File: src/rtl/seven_seg_pkg.sv
// Shared seven-segment definitions.
// Holds the active-low glyph table (seg[0]=a ... seg[6]=g) that the display
// decoder also uses, the blank anode pattern, the default stability
// threshold, and a helper that recognises a single active anode.
package seven_seg_pkg;

  // Consecutive identical samples needed before a digit is captured.
  localparam int unsigned STABLE_CYCLES_DEFAULT = 4;

  // All anodes off (active-low).
  localparam logic [3:0] AN_BLANK = 4'b1111;

  // Active-low glyphs, index = hex value shown.
  localparam logic [6:0] GLYPH_0 = 7'b1000000;
  localparam logic [6:0] GLYPH_1 = 7'b1111001;
  localparam logic [6:0] GLYPH_2 = 7'b0100100;
  localparam logic [6:0] GLYPH_3 = 7'b0110000;
  localparam logic [6:0] GLYPH_4 = 7'b0011001;
  localparam logic [6:0] GLYPH_5 = 7'b0010010;
  localparam logic [6:0] GLYPH_6 = 7'b0000010;
  localparam logic [6:0] GLYPH_7 = 7'b1111000;
  localparam logic [6:0] GLYPH_8 = 7'b0000000;
  localparam logic [6:0] GLYPH_9 = 7'b0010000;
  localparam logic [6:0] GLYPH_A = 7'b0001000;
  localparam logic [6:0] GLYPH_B = 7'b0000011;
  localparam logic [6:0] GLYPH_C = 7'b1000110;
  localparam logic [6:0] GLYPH_D = 7'b0100001;
  localparam logic [6:0] GLYPH_E = 7'b0000110;
  localparam logic [6:0] GLYPH_F = 7'b0001110;

  // True when exactly one anode is driven low.
  function automatic logic one_anode_low(input logic [3:0] an);
    logic ok;
    case (an)
      4'b1110, 4'b1101, 4'b1011, 4'b0111: ok = 1'b1;
      default:                            ok = 1'b0;
    endcase
    return ok;
  endfunction

endpackage

File: src/rtl/seg_to_hex.sv
// Combinational glyph decoder.
// Ports:
//   seg     in  7  active-low segments, seg[0]=a ... seg[6]=g
//   nibble  out 4  decoded hex value (0 for unrecognised glyphs)
//   unknown out 1  high when seg matches none of the 16 hex glyphs
module seg_to_hex
  import seven_seg_pkg::*;
(
  input  logic [6:0] seg,
  output logic [3:0] nibble,
  output logic       unknown
);

  always_comb begin
    nibble  = 4'h0;
    unknown = 1'b0;
    case (seg)
      GLYPH_0: nibble = 4'h0;
      GLYPH_1: nibble = 4'h1;
      GLYPH_2: nibble = 4'h2;
      GLYPH_3: nibble = 4'h3;
      GLYPH_4: nibble = 4'h4;
      GLYPH_5: nibble = 4'h5;
      GLYPH_6: nibble = 4'h6;
      GLYPH_7: nibble = 4'h7;
      GLYPH_8: nibble = 4'h8;
      GLYPH_9: nibble = 4'h9;
      GLYPH_A: nibble = 4'hA;
      GLYPH_B: nibble = 4'hB;
      GLYPH_C: nibble = 4'hC;
      GLYPH_D: nibble = 4'hD;
      GLYPH_E: nibble = 4'hE;
      GLYPH_F: nibble = 4'hF;
      default: unknown = 1'b1;
    endcase
  end

endmodule

File: src/rtl/seven_seg_reader.sv
// Reads back a scanned 4-digit seven-segment display and reassembles the
// 16-bit value being shown.
// Ports:
//   clock        in  1   system clock, rising edge
//   reset        in  1   synchronous active-high reset
//   an           in  4   scanned anodes, active-low, an[0] = rightmost digit
//   seg          in  7   segments, active-low, seg[0]=a ... seg[6]=g
//   value        out 16  last complete frame, digit k in value[4k+3:4k]
//   value_valid  out 1   one-cycle pulse when value updates
//   frame_err    out 1   qualified by value_valid: frame held an unknown glyph
//   seen         out 4   digits captured so far in the current frame
module seven_seg_reader
  import seven_seg_pkg::*;
#(
  parameter int unsigned STABLE_CYCLES = STABLE_CYCLES_DEFAULT
) (
  input  logic        clock,
  input  logic        reset,
  input  logic [3:0]  an,
  input  logic [6:0]  seg,
  output logic [15:0] value,
  output logic        value_valid,
  output logic        frame_err,
  output logic [3:0]  seen
);

  localparam logic [7:0] CNT_MAX = 8'(STABLE_CYCLES - 1);
  localparam logic [7:0] CNT_CAP = 8'(STABLE_CYCLES - 2);

  // Sample stage and the previous sample it is compared against.
  logic [3:0]  an_s, an_p;
  logic [6:0]  seg_s, seg_p;
  logic [7:0]  cnt, cnt_nxt;
  logic        same;

  logic [15:0] shadow, shadow_upd;
  logic        err_sticky, err_upd;
  logic [3:0]  sel, seen_upd;
  logic        capture, done;

  logic [3:0]  dec_nibble;
  logic        dec_unknown;

  seg_to_hex u_dec (
    .seg     (seg_s),
    .nibble  (dec_nibble),
    .unknown (dec_unknown)
  );

  assign same = (an_s == an_p) && (seg_s == seg_p);

  always_comb begin
    cnt_nxt = cnt;
    if (!same)
      cnt_nxt = '0;
    else if (cnt != CNT_MAX)
      cnt_nxt = cnt + 8'd1;
  end

  // Capture is taken on the edge at which the counter steps onto its
  // saturation value, so shadow/seen (and the completed frame) are written
  // in the same edge rather than one cycle after the counter settles.
  // Saturation guarantees this fires only once per dwell.
  assign capture = same && (cnt == CNT_CAP) && one_anode_low(an_s);

  assign sel      = ~an_s;
  assign seen_upd = seen | sel;
  assign done     = capture && (seen_upd == 4'b1111);
  assign err_upd  = err_sticky | dec_unknown;

  always_comb begin
    shadow_upd = shadow;
    for (int unsigned k = 0; k < 4; k++) begin
      if (sel[k])
        shadow_upd[4*k +: 4] = dec_nibble;
    end
  end

  always_ff @(posedge clock) begin
    if (reset) begin
      an_s        <= AN_BLANK;
      seg_s       <= '1;
      an_p        <= AN_BLANK;
      seg_p       <= '1;
      cnt         <= '0;
      shadow      <= '0;
      err_sticky  <= 1'b0;
      seen        <= '0;
      value       <= '0;
      value_valid <= 1'b0;
      frame_err   <= 1'b0;
    end else begin
      an_s        <= an;
      seg_s       <= seg;
      an_p        <= an_s;
      seg_p       <= seg_s;
      cnt         <= cnt_nxt;
      value_valid <= 1'b0;
      if (capture) begin
        shadow <= shadow_upd;
        if (done) begin
          value       <= shadow_upd;
          value_valid <= 1'b1;
          frame_err   <= err_upd;
          seen        <= '0;
          err_sticky  <= 1'b0;
        end else begin
          seen       <= seen_upd;
          err_sticky <= err_upd;
        end
      end
    end
  end

endmodule

File: config.mk
export PLATFORM = sky130hd
export DESIGN_NAME = seven_seg_reader
export DESIGN_NICKNAME = d
export VERILOG_FILES = /design/src/rtl/seven_seg_pkg.sv /design/src/rtl/seg_to_hex.sv /design/src/rtl/seven_seg_reader.sv
export SDC_FILE = /design/constraint.sdc
export NUM_CORES = 1
export LEC_CHECK = 0
export BUFFER_PORTS_ARGS = -buffer_cell sky130_fd_sc_hd__buf_4
export CAP_MARGIN = 25
export CORE_MARGIN = 2
export CORE_UTILIZATION = 55
export DETAILED_ROUTE_END_ITERATION = 6
export PLACE_DENSITY = 0.88
export SLEW_MARGIN = 20
export SYNTH_ARGS = -nofsm -noshare
export SYNTH_HDL_FRONTEND = slang
export SYNTH_SLANG_ARGS = --single-unit
File: constraint.sdc
create_clock -name clock -period 5.7 [get_ports clock]
set_input_delay 0 -clock clock [delete_from_list [all_inputs] [get_ports clock]]
set_output_delay 0 -clock clock [all_outputs]
set_load 0.01 [all_outputs]
==> results.txt, run 1 <==
status = complete, no violations
Skew-Pair Late Insertion Delay = 340 ps
Combinational Power Share = 5.2%
clk sink count = 69
Post-synth EDFFs = 0
Slew Viols, Final = 0
Cells after Synth = 292
post-layout net count = 344
synth cell count leaders = 69 x dfxtp_1, 33 x nor2_1, 25 x mux2i_1
Core ar. = 5470 um2
Leak = 1.42 nW
crit end category = register
share of layout cells above drive strength 1 = 29.9%
min cycle time layout = 2230 ps
DRT antenna net count = 0
CTS tree = yes
RSZ-0062 raised after global routing = false
Reg power frac = 50.7%
synthesized cell area = 3080 um2
synth top area cells = dfxtp_1 45%, mux2i_1 8.1%, xor2_1 4.8%, or2_2 4.5%, nor2_1 4.0%
height of the die = 78.9 um
via/cell ratio = 5.47
hold worst-path end = shadow[14]
post-CTS setup buffer count = 0
Mapped Nets = 307
type of the tightest min-delay check = in2reg
row cnt = 27
Worst Clk Skew = 11.0 ps
reg2reg end = shadow[7]
DIE WIDTH = 78.9 um
Int Power = 775 uW
clock power share = 44.1%
Synth Warn # = 0
Syn-to-layout area delta = 17.8%
worst setup margin = 3470 ps
Worst-Margin Slew = 782 ps
CTS buffer count = 9
largest net degree at the start of global routing = 42
min-delay src = reset
Mapped Avg Cell Area = 10.6 um2
Hold Crit Depth = 2
first-pass GRT wire length = 10200 um
top cell type's share of synthesized area = 44.8%
Setup CP Type = reg2reg
Max transition margin = 47.7%
crit share post-route = 39.2%
sequential area share after synthesis = 44.8%
GRT busiest layer = met2
met3 usage = 4.20%
sw power = 223 uW
Total Power = 998 uW
H-tree levels = 3
met2 usage in global routing = 34.4%
top_reg_cell synth = dfxtp_1
# diodes = 0
hold_ws = 52.2 ps
reg2reg start = an_s[0]
vias in the first global route = 2151
P per Cell Area = 275 nW/um2
initial antenna violation count = 0
Peak Freq = 448 MHz
CP required = 5940 ps
RePlAce Congestion = 0.824
Buffers on Ports = 34
Hold Fails Final Rpt = 0
drt wl/cell = 14.6 um
Setup-failing EPs final = 0
Max-cap violations = 0
CTS root buf = clkbuf_8
Bufs on Longest Clock Path = 2
setup tns final = 0 ps
Initial Utilization = 56.3%
Synth cell types = 50
via count = 2219
Worst VDD drop = 0.165 mV
met1 global-route usage = 26.3%
GRT overflow = 0
reg2reg setup slack = 3470 ps
WP data arrival = 2470 ps
DP Wirelength = 3780 um
fin util = 66.3%
cell with the most instances after synthesis = dfxtp_1
First-pass DRT Iterations = 4
switch share = 22.3%
I/O pins = 35
Synth area leader = dfxtp_1
FFs w/ async S/R, synth = 0%
pre-CTS setup slack = 3480 ps
Starting DRT DRC Count = 80
DR DRC count = 0
clk slew on worst S/H paths = 80 ps
DRT Wirelength = 5920 um
Die ar. = 6220 um2
startpoint types = register
All-Layer GR Usage = 21.0%
Yosys reg bits = 69
R2R cell count = 6
crit path max fanout = 12
## what timing repair did
item	4_1_cts	5_1_grt
hold buffers	11	0
gates resized for setup	0	0
endpoints found under the hold margin	11	0
## power groups by stage
stage          Clock, mW  Combinational, mW  Sequential [mW]
2_1_floorplan          0             0.0490            0.504
6_report           0.440             0.0516            0.506
5_1_grt            0.469             0.0571            0.507
3_5_place_dp           0             0.0453            0.516
3_3_place_gp           0             0.0446            0.516
4_1_cts            0.444             0.0518            0.505
## sequential cells by signal, indices dropped and copies added, names as in the netlist
name and cells:
shadow 16, value 16, cnt 8, seg_p 7, seg_s 7, an_p 4, an_s 4, seen 4
err_sticky 1, frame_err 1, value_valid 1
## cell type report
class                   instances  area [um2]
multi-input cells             196        1540
repair buffers                 46         373
well taps                      72        90.1
fillers                       413        1840
clock buffers                  10         138
clock inverters                 6        86.3
inverters                       7        26.3
flip-flops and latches         69        1380
## metal layers
layer  up-vias  wire length [um]
li1       1098                 -
met1      1064              2670
met2        43              2900
met3        14               205
met4         0               140
met5         -                 0
## placed cells by master (no fill, tap or decap), types with 2 or more instances in the layout
cell type,instances
a211oi_1,6
a21oi_1,7
a31o_2,2
and3_1,2
and3_2,2
buf_4,35
bufinv_16,2
clkbuf_8,10
clkinv_2,2
dfxtp_1,69
dlygate4sd3_1,11
ha_1,2
inv_1,7
mux2i_1,25
nand2_1,2
nand2b_1,2
nand3_1,10
nand4_1,4
nor2_1,33
nor2b_1,2
nor3_1,3
nor3_4,5
nor4_2,2
o21a_1,4
o21ai_0,3
o22ai_1,2
o2bb2ai_1,8
o2bb2ai_2,8
or2_2,22
xnor2_1,3
xor2_1,17
## cell families after synthesis
family | after synthesis | synth area share, %
flops | 69 | 44.8
simple gates | 102 | 21.1
xor+xnor | 20 | 5.68
mux | 25 | 8.12
compound gates | 47 | 14.2
buf+inv | 27 | 5.32
fa+ha+maj | 2 | 0.812
## worst max-delay path by stage
stage | from | endpoint | slack, ps | cells past startpoint
2_1_floorplan | cnt[4] | value[11] | 3850 | 7
3_3_place_gp | an_s[3] | value[15] | 3510 | 7
3_5_place_dp | an_s[0] | shadow[9] | 3480 | 6
4_1_cts | an_s[3] | shadow[7] | 3440 | 6
5_1_grt | an_s[3] | shadow[15] | 3260 | 6
6_report | an_s[0] | shadow[7] | 3470 | 6
## through the flow
stage | instance area, um2 | cells
6_report | 3630 | 406
5_1_grt | 3630 | 406
4_1_cts | 3630 | 406
3_5_place_dp | 3300 | 379
3_3_place_gp | 3300 | 379
2_1_floorplan | 3080 | 292
## critical path: stages (launching register included)
cell	delay, ps
dfxtp_1	640
xor2_1	140
nor4_2	370
nand3_4	230
nor3_4	370
nor2_1	80
a211oi_1	290
(Power assumes the default switching activity.)
==> run 2, diff against run 1 <==
--- a/config.mk
+++ b/config.mk
@@ -5,12 +5,13 @@
 export SDC_FILE = /design/constraint.sdc
 export NUM_CORES = 1
 export LEC_CHECK = 0
+export ABC_AREA = 1
 export BUFFER_PORTS_ARGS = -buffer_cell sky130_fd_sc_hd__buf_4
 export CAP_MARGIN = 25
 export CORE_MARGIN = 2
-export CORE_UTILIZATION = 55
+export CORE_UTILIZATION = 52
 export DETAILED_ROUTE_END_ITERATION = 6
-export PLACE_DENSITY = 0.88
+export PLACE_DENSITY = 0.87
 export SLEW_MARGIN = 20
 export SYNTH_ARGS = -nofsm -noshare
 export SYNTH_HDL_FRONTEND = slang
==> constraint.sdc (replaced) <==
create_clock -name clock -period 1.9 [get_ports clock]
set_input_delay 0 -clock clock [delete_from_list [all_inputs] [get_ports clock]]
set_output_delay 0 -clock clock [all_outputs]
set_load 0.01 [all_outputs]
==> run 2 against run 1 <==
  * Core utilization increased by 1.1 points
  * Sequential power increased to 2.9 times the previous value
  * Via count increased by 34%
  * Cell count increased by 49%
  * First-iteration DRC count increased to 3.0 times the previous value
  * Synthesized area increased by 4.8%
  * Global-route usage increased by 0.58 points
  * Combinational power increased to 4.5 times the previous value
  * Count of clock-buffer cells in the layout increased by 1
  * Critical endpoint is now value[1]
==> results.txt, run 2 <==
top_reg_cell synth = dfxtp_1
top cell type's share of synthesized area = 42.8% (-2.0 points)
Synth Warn # = 0 (unchanged)
DR DRC count = 0 (unchanged)
CTS tree = yes
Initial Utilization = 54.2% (-2.1 points)
fill count = 480 (+16%)
drt wl/cell = 12.0 um (-18%)
DRT Wirelength = 7280 um (+23%)
Slew Viols, Final = 0 (unchanged)
Synth cell types = 29 (-42%)
row cnt = 28 (+3.7%)
sequential area share after synthesis = 42.8% (-2.0 points)
Worst VDD drop = 0.570 mV (+250%)
CP required = 2140 ps (-3800 ps)
H-tree levels = 3 (unchanged)
commonest non-fill, non-tap cell in the layout = nand2_1
Buffers on Ports = 34 (unchanged)
Cells after Synth = 461 (+58%)
hold_ws = 376 ps (+323 ps)
Max-cap violations = 0 (unchanged)
status = complete, no violations
Worst-Margin Slew = 392 ps (-390 ps)
synthesized cell area = 3230 um2 (+4.8%)
P per Cell Area = 773 nW/um2 (+180%)
CP max stage delay = 480 ps (-160 ps)
Skew-Pair Late Insertion Delay = 360 ps (+20 ps)
most frequent cells in the layout = 153 x nand2_1, 67 x dfxtp_1, 57 x nor2_1
top cell family by delay on the critical path = simple AND/OR/NAND/NOR gates
CTS root buf = clkbuf_8
Mapped Avg Cell Area = 7.01 um2 (-34%)
reg2reg end = value[1]
WP data arrival = 2020 ps (-450 ps)
DRT antenna net count = 0 (unchanged)
multi-input logic area = 1560 um2 (+1.8%)
min-delay src = an[0]
first-pass GRT wire length = 12000 um (+17%)
Peak Freq = 563 MHz (+26%)
Seq. cell area = 1380 um2 (+0.18%)
WP buf/inv = 3 (+3)
CP dominant cell by count = nand2_1
Mapped Nets = 476 (+55%)
crit path max fanout = 17 (+5)
RSZ-0062 raised after global routing = false
Synth area leader = dfxtp_1
via count = 2977 (+34%)
startpoint types = register
reg2reg start = an_s[2]
I/O pins = 35 (unchanged)
Starting DRT DRC Count = 240 (+200%)
Bufs on Longest Clock Path = 2 (unchanged)
Syn-to-layout area delta = 24.4%
Worst Clk Skew = 11.2 ps (+0.170 ps)
DIE WIDTH = 82.8 um (+5.0%)
R2R cell count = 11 (+5)
Setup-failing EPs final = 0 (unchanged)
initial antenna violation count = 0 (unchanged)
Top Registers = shadow x16, value x16, cnt x8
crit share post-route = 93.5% (+54 points)
hold worst-path end = an_s[0]
Die ar. = 6860 um2 (+10%)
Max transition margin = 73.8% (+26 points)
largest net degree at the start of global routing = 18 (-57%)
FFs w/ async S/R, synth = 0% (unchanged)
crit-path cells = inv_2, nand2_1, nand2_1, nand2_1, inv_2, nor2_8, nand4_4, nand2_4, inv_4, nand2_1, nand2_1
GRT overflow = 0 (unchanged)
min cycle time layout = 1780 ps (-457 ps)
First-pass DRT Iterations = 5 (+1)
# diodes = 0 (unchanged)
Leak = 2.07 nW (+46%)
Hold Crit Depth = 3 (+1)
clk sink count = 69 (unchanged)
Hold Fails Final Rpt = 0 (unchanged)
Setup CP Type = reg2reg
share of layout cells above drive strength 1 = 20.8% (-9.2 points)
CTS buffer count = 9 (unchanged)
Core ar. = 5960 um2 (+8.8%)
type of the tightest min-delay check = in2reg
RePlAce Congestion = 0.934 (+13%)
DP Wirelength = 4890 um (+29%)
vias in the first global route = 2766 (+29%)
post-layout net count = 540 (+57%)
Post-synth EDFFs = 0 (unchanged)
setup tns final = 0 ps (unchanged)
synth cell count leaders = 156 x nand2_1, 69 x dfxtp_1, 58 x nor2_1
Crit-path slowest cell = dfxtp_1
Yosys reg bits = 69 (unchanged)
crit end category = register
via/cell ratio = 4.92 (-10%)
cell with the most instances after synthesis = nand2_1
synth top area cells = dfxtp_1 43%, nand2_1 18%, nor2_1 6.7%, inv_1 6.5%, o21ai_0 4.2%
height of the die = 82.8 um (+5.0%)
reg2reg setup slack = 120 ps (-3340 ps)
clk slew on worst S/H paths = 70 ps (about the same)
All-Layer GR Usage = 21.5% (+0.58 points)
-- run 2: cell types whose count changed in the layout (fill, tap and decap cells not counted), moves of 18 or more --
| cell | delta |
|---|---|
| nand2_1 | +151 |
| inv_1 | +49 |
| mux2i_1 | -25 |
| nand2_2 | +18 |
| nor2_1 | +24 |
| o21ai_0 | +23 |
-- run 2: timing repair --
item,CTS,global route
endpoints found under the hold margin,12,0
setup buffers,0,1
hold buffers,20,0
setup endpoints to repair,0,16
gates resized for setup,0,9
-- run 2: per-layer routing --
layer / wire (um) / GRT usage [%] / up-vias / part of all wire (%)
li1: - / - / 1531 / -
met1: 3270 / 25.6 / 1340 / 45
met2: 3480 / 36.1 / 88 / 48
met3: 361 / 5.07 / 18 / 5.0
met4: 166 / 11.3 / 0 / 2.3
met5: 0 / 0 / - / 0
-- run 2: through the flow --
stage | cells | utilization [%] | setup WS (ps) | cell area (um2) | power (mW)
2_1_floorplan | 461 | - | 288 | 3230 | 1.66
3_3_place_gp | 568 | 59.7 | 185 | 3550 | 1.71
3_5_place_dp | 568 | 59.7 | 118 | 3550 | 1.71
4_1_cts | 604 | 67.0 | 97.0 | 3990 | 3.10
5_1_grt | 605 | 67.5 | 0.615 | 4020 | 3.22
6_report | 605 | 67.5 | 124 | 4020 | 3.11
-- run 2: logic make-up after synthesis --
group                      Yosys count  share of synthesized area (%)
and+or+nand+nor                    276                           39.4
buffers and inverters               71                           9.41
DFF                                 69                           42.8
AOI/OAI and AO/OA                   35                           5.50
xor gates and xnor gates             8                           2.17
adders and majority gates            2                          0.775
-- run 2: report_power, final --
part / switching, mW / total [mW] / internal, mW
logic: 0.132 / 0.230 / 0.0983
registers: 0.0262 / 1.49 / 1.47
clock network: 0.569 / 1.38 / 0.812
-- run 2: how the worst max path moves through the flow --
stage	startpoint	endpoint	slack (ps)	cells past startpoint
after global placement	an_s[0]	value[1]	190	11
after global routing	seg_s[1]	cnt[4]	0.6	10
after floorplan	cnt[0]	value[13]	290	11
after detailed placement	an_s[2]	value[1]	120	8
after CTS	an_s[2]	value[1]	100	8
final	an_s[2]	value[1]	120	11
-- run 2: layout make-up --
class                           instances  area share [%]
Tap cell                               75            2.33
Multi-Input combinational cell        321            38.9
Timing Repair Buffer                   60            12.5
Clock inverter                          5            2.05
Clock buffer                           11            3.77
Sequential cell                        69            34.4
Inverter                               64            6.04
-- run 2: worst min-delay path: stages --
cell,delay (ps)
dlygate4sd3_1,520
buf_4,90
or2_2,90
==> run 3, diff against run 2 <==
--- a/config.mk
+++ b/config.mk
@@ -5,7 +5,7 @@
 export SDC_FILE = /design/constraint.sdc
 export NUM_CORES = 1
 export LEC_CHECK = 0
-export ABC_AREA = 1
+export ABC_AREA = 0
 export BUFFER_PORTS_ARGS = -buffer_cell sky130_fd_sc_hd__buf_4
 export CAP_MARGIN = 25
 export CORE_MARGIN = 2
==> run 3 against run 2 <==
  * The run now ends with setup timing left
  * Via count fell by 18%
  * Sequential share of layout area rose by 0.34 points
  * Cell count fell by 27%
  * Register-to-register slack got worse by 320 ps
  * Clock power fell by 10%
  * Die area fell by 4.4%
  * Setup slack got worse by 320 ps
  * Sequential power barely moved
  * First-iteration DRC count fell by 60%
  * Power fell by 4.5%
  * Count of clock-buffer cells in the layout did not move
  * Critical path type unchanged
  * Critical endpoint is now shadow[9]
  * Largest cell class unchanged
==> results.txt, run 3 (synthesis results as in run 1) <==
CTS tree = yes
via count = 2434 (-18%)
Setup CP Type = reg2reg
Max-cap violations = 0 (unchanged)
Syn-to-layout area delta = 29.2%
DIE WIDTH = 81.0 um (-2.2%)
Buffers on Ports = 34 (unchanged)
drt wl/cell = 16.5 um (+37%)
RePlAce Congestion = 0.801 (-14%)
Seq. cell area = 1380 um2 (unchanged)
Starting DRT DRC Count = 96 (-60%)
All-Layer GR Usage = 23.9% (+2.4 points)
fin util = 68.4% (+0.96 points)
worst setup margin = -199 ps (-323 ps)
Peak Freq = 476 MHz (-15%)
Leak = 1.61 nW (-22%)
via/cell ratio = 5.51 (+12%)
Initial Utilization = 53.0% (-1.2 points)
CTS root buf = clkbuf_8
Worst-Margin Slew = 438 ps (+46.3 ps)
initial antenna violation count = 0 (unchanged)
share of layout cells above drive strength 1 = 38.4% (+18 points)
WP data arrival = 2320 ps (+300 ps)
CTS buffer count = 9 (unchanged)
Hold Fails Final Rpt = 0 (unchanged)
min cycle time layout = 2100 ps (+323 ps)
crit end category = register
Slew Viols, Final = 0 (unchanged)
type of the tightest min-delay check = in2reg
Core ar. = 5820 um2 (-2.4%)
First-pass DRT Iterations = 4 (-1)
largest net degree at the start of global routing = 42 (+24)
Top Registers = shadow x16, value x16, cnt x8
DR DRC count = 0 (unchanged)
# diodes = 0 (unchanged)
P per Cell Area = 745 nW/um2 (-3.6%)
Worst VDD drop = 0.611 mV (+7.2%)
reg2reg setup slack = -200 ps (-320 ps)
Worst Clk Skew = 11.9 ps (+0.756 ps)
crit share post-route = 110% (+17 points)
first-pass GRT wire length = 11700 um (-2.4%)
commonest non-fill, non-tap cell in the layout = dfxtp_1
crit path max fanout = 6 (-11)
multi-input logic area = 1550 um2 (-0.72%)
Skew-Pair Late Insertion Delay = 350 ps (about the same)
clk sink count = 69 (unchanged)
DRT Wirelength = 7290 um (+0.25%)
Max transition margin = 70.7% (-3.2 points)
vias in the first global route = 2489 (-10%)
Die ar. = 6560 um2 (-4.4%)
status = finished, violations left
CP required = 2120 ps (-20 ps)
H-tree levels = 3 (unchanged)
DRT antenna net count = 0 (unchanged)
fill count = 431 (-10%)
startpoint types = register
GRT overflow = 0 (unchanged)
setup tns final = -5150 ps (-5150 ps)
DP Wirelength = 4400 um (-10%)
violated checks = setup timing
height of the die = 81.0 um (-2.2%)
most frequent cells in the layout = 67 x dfxtp_1, 61 x buf_4, 31 x nor2_1
row cnt = 28 (unchanged)
RSZ-0062 raised after global routing = true
Bufs on Longest Clock Path = 2 (unchanged)
clk slew on worst S/H paths = 70 ps (about the same)
I/O pins = 35 (unchanged)
post-layout net count = 377 (-30%)
Setup-failing EPs final = 44 (+44)
[run 3: changes by cell type in the layout (fill, tap and decap cells not counted), sizes merged, moves of 6 or more]
cell	delta
or2	+11
o21ai	-24
inv	-58
nor2	-30
buf	+28
o2bb2ai	+17
mux2i	+25
a211oi	+6
nand2	-170
xor2	+15
dlygate4sd3	-9
[run 3: power breakdown]
group          switching (mW)  internal [mW]  leakage [nW]  total (mW)
sequential             0.0208           1.47         0.561        1.49
combinational           0.119          0.118         0.948       0.236
clock                   0.562          0.677         0.102        1.24
total                   0.702           2.26          1.61        2.96
[run 3: area by class of cell]
| type | count | area share, % |
|---|---|---|
| clock inverters | 5 | 1.48 |
| multi-input cells | 196 | 39.0 |
| inverters | 7 | 0.786 |
| well taps | 75 | 2.36 |
| repair buffers | 79 | 17.8 |
| clock buffers | 11 | 3.80 |
| flip-flops and latches | 69 | 34.8 |
[run 3: critical path, stage by stage, from the launching register on]
cell,delay [ps]
dfxtp_2,330
or4_4,550
nor3_4,250
o211ai_4,210
nor3_4,210
buf_12,150
mux2i_2,220
nor2_1,60
[run 3: metal layers]
metal | share of wire, % | routed length [um] | track usage, % | vias to the layer above
li1 | - | - | - | 1161
met1 | 42 | 3070 | 27.5 | 1173
met2 | 51 | 3710 | 41.6 | 82
met3 | 4.9 | 360 | 5.56 | 18
met4 | 2.1 | 152 | 11.9 | 0
met5 | 0 | 0 | 0 | -
[run 3: final timing paths]
check | depth (start not counted) | endpoint | startpoint
setup / recovery | 7 | shadow[9] | cnt[6]
hold / removal | 2 | shadow[12] | reset
setup reg to reg | 7 | shadow[9] | cnt[6]
hold reg to reg | 1 | value[4] | value[4]
[run 3: per-stage QoR]
stage | instance area [um2] | total power, mW | cells | hold WS [ps] | worst slack (ps)
6_report | 3980 | 2.96 | 442 | 55.4 | -199
3_5_place_dp | 3550 | 1.73 | 410 | 188 | -131
2_1_floorplan | 3080 | 1.66 | 292 | 104 | 50.2
3_3_place_gp | 3550 | 1.72 | 410 | 185 | -33.8
5_1_grt | 3980 | 3.06 | 442 | 67.1 | -235
4_1_cts | 3950 | 2.96 | 441 | 45.0 | -125
[run 3: what timing repair did]
item	4_1_cts	5_1_grt
resized for setup	0	10
setup endpoints to repair	38	45
pin swaps	5	9
buffers inserted	4	1
endpoints found under the hold margin	11	0
hold buffers	11	0
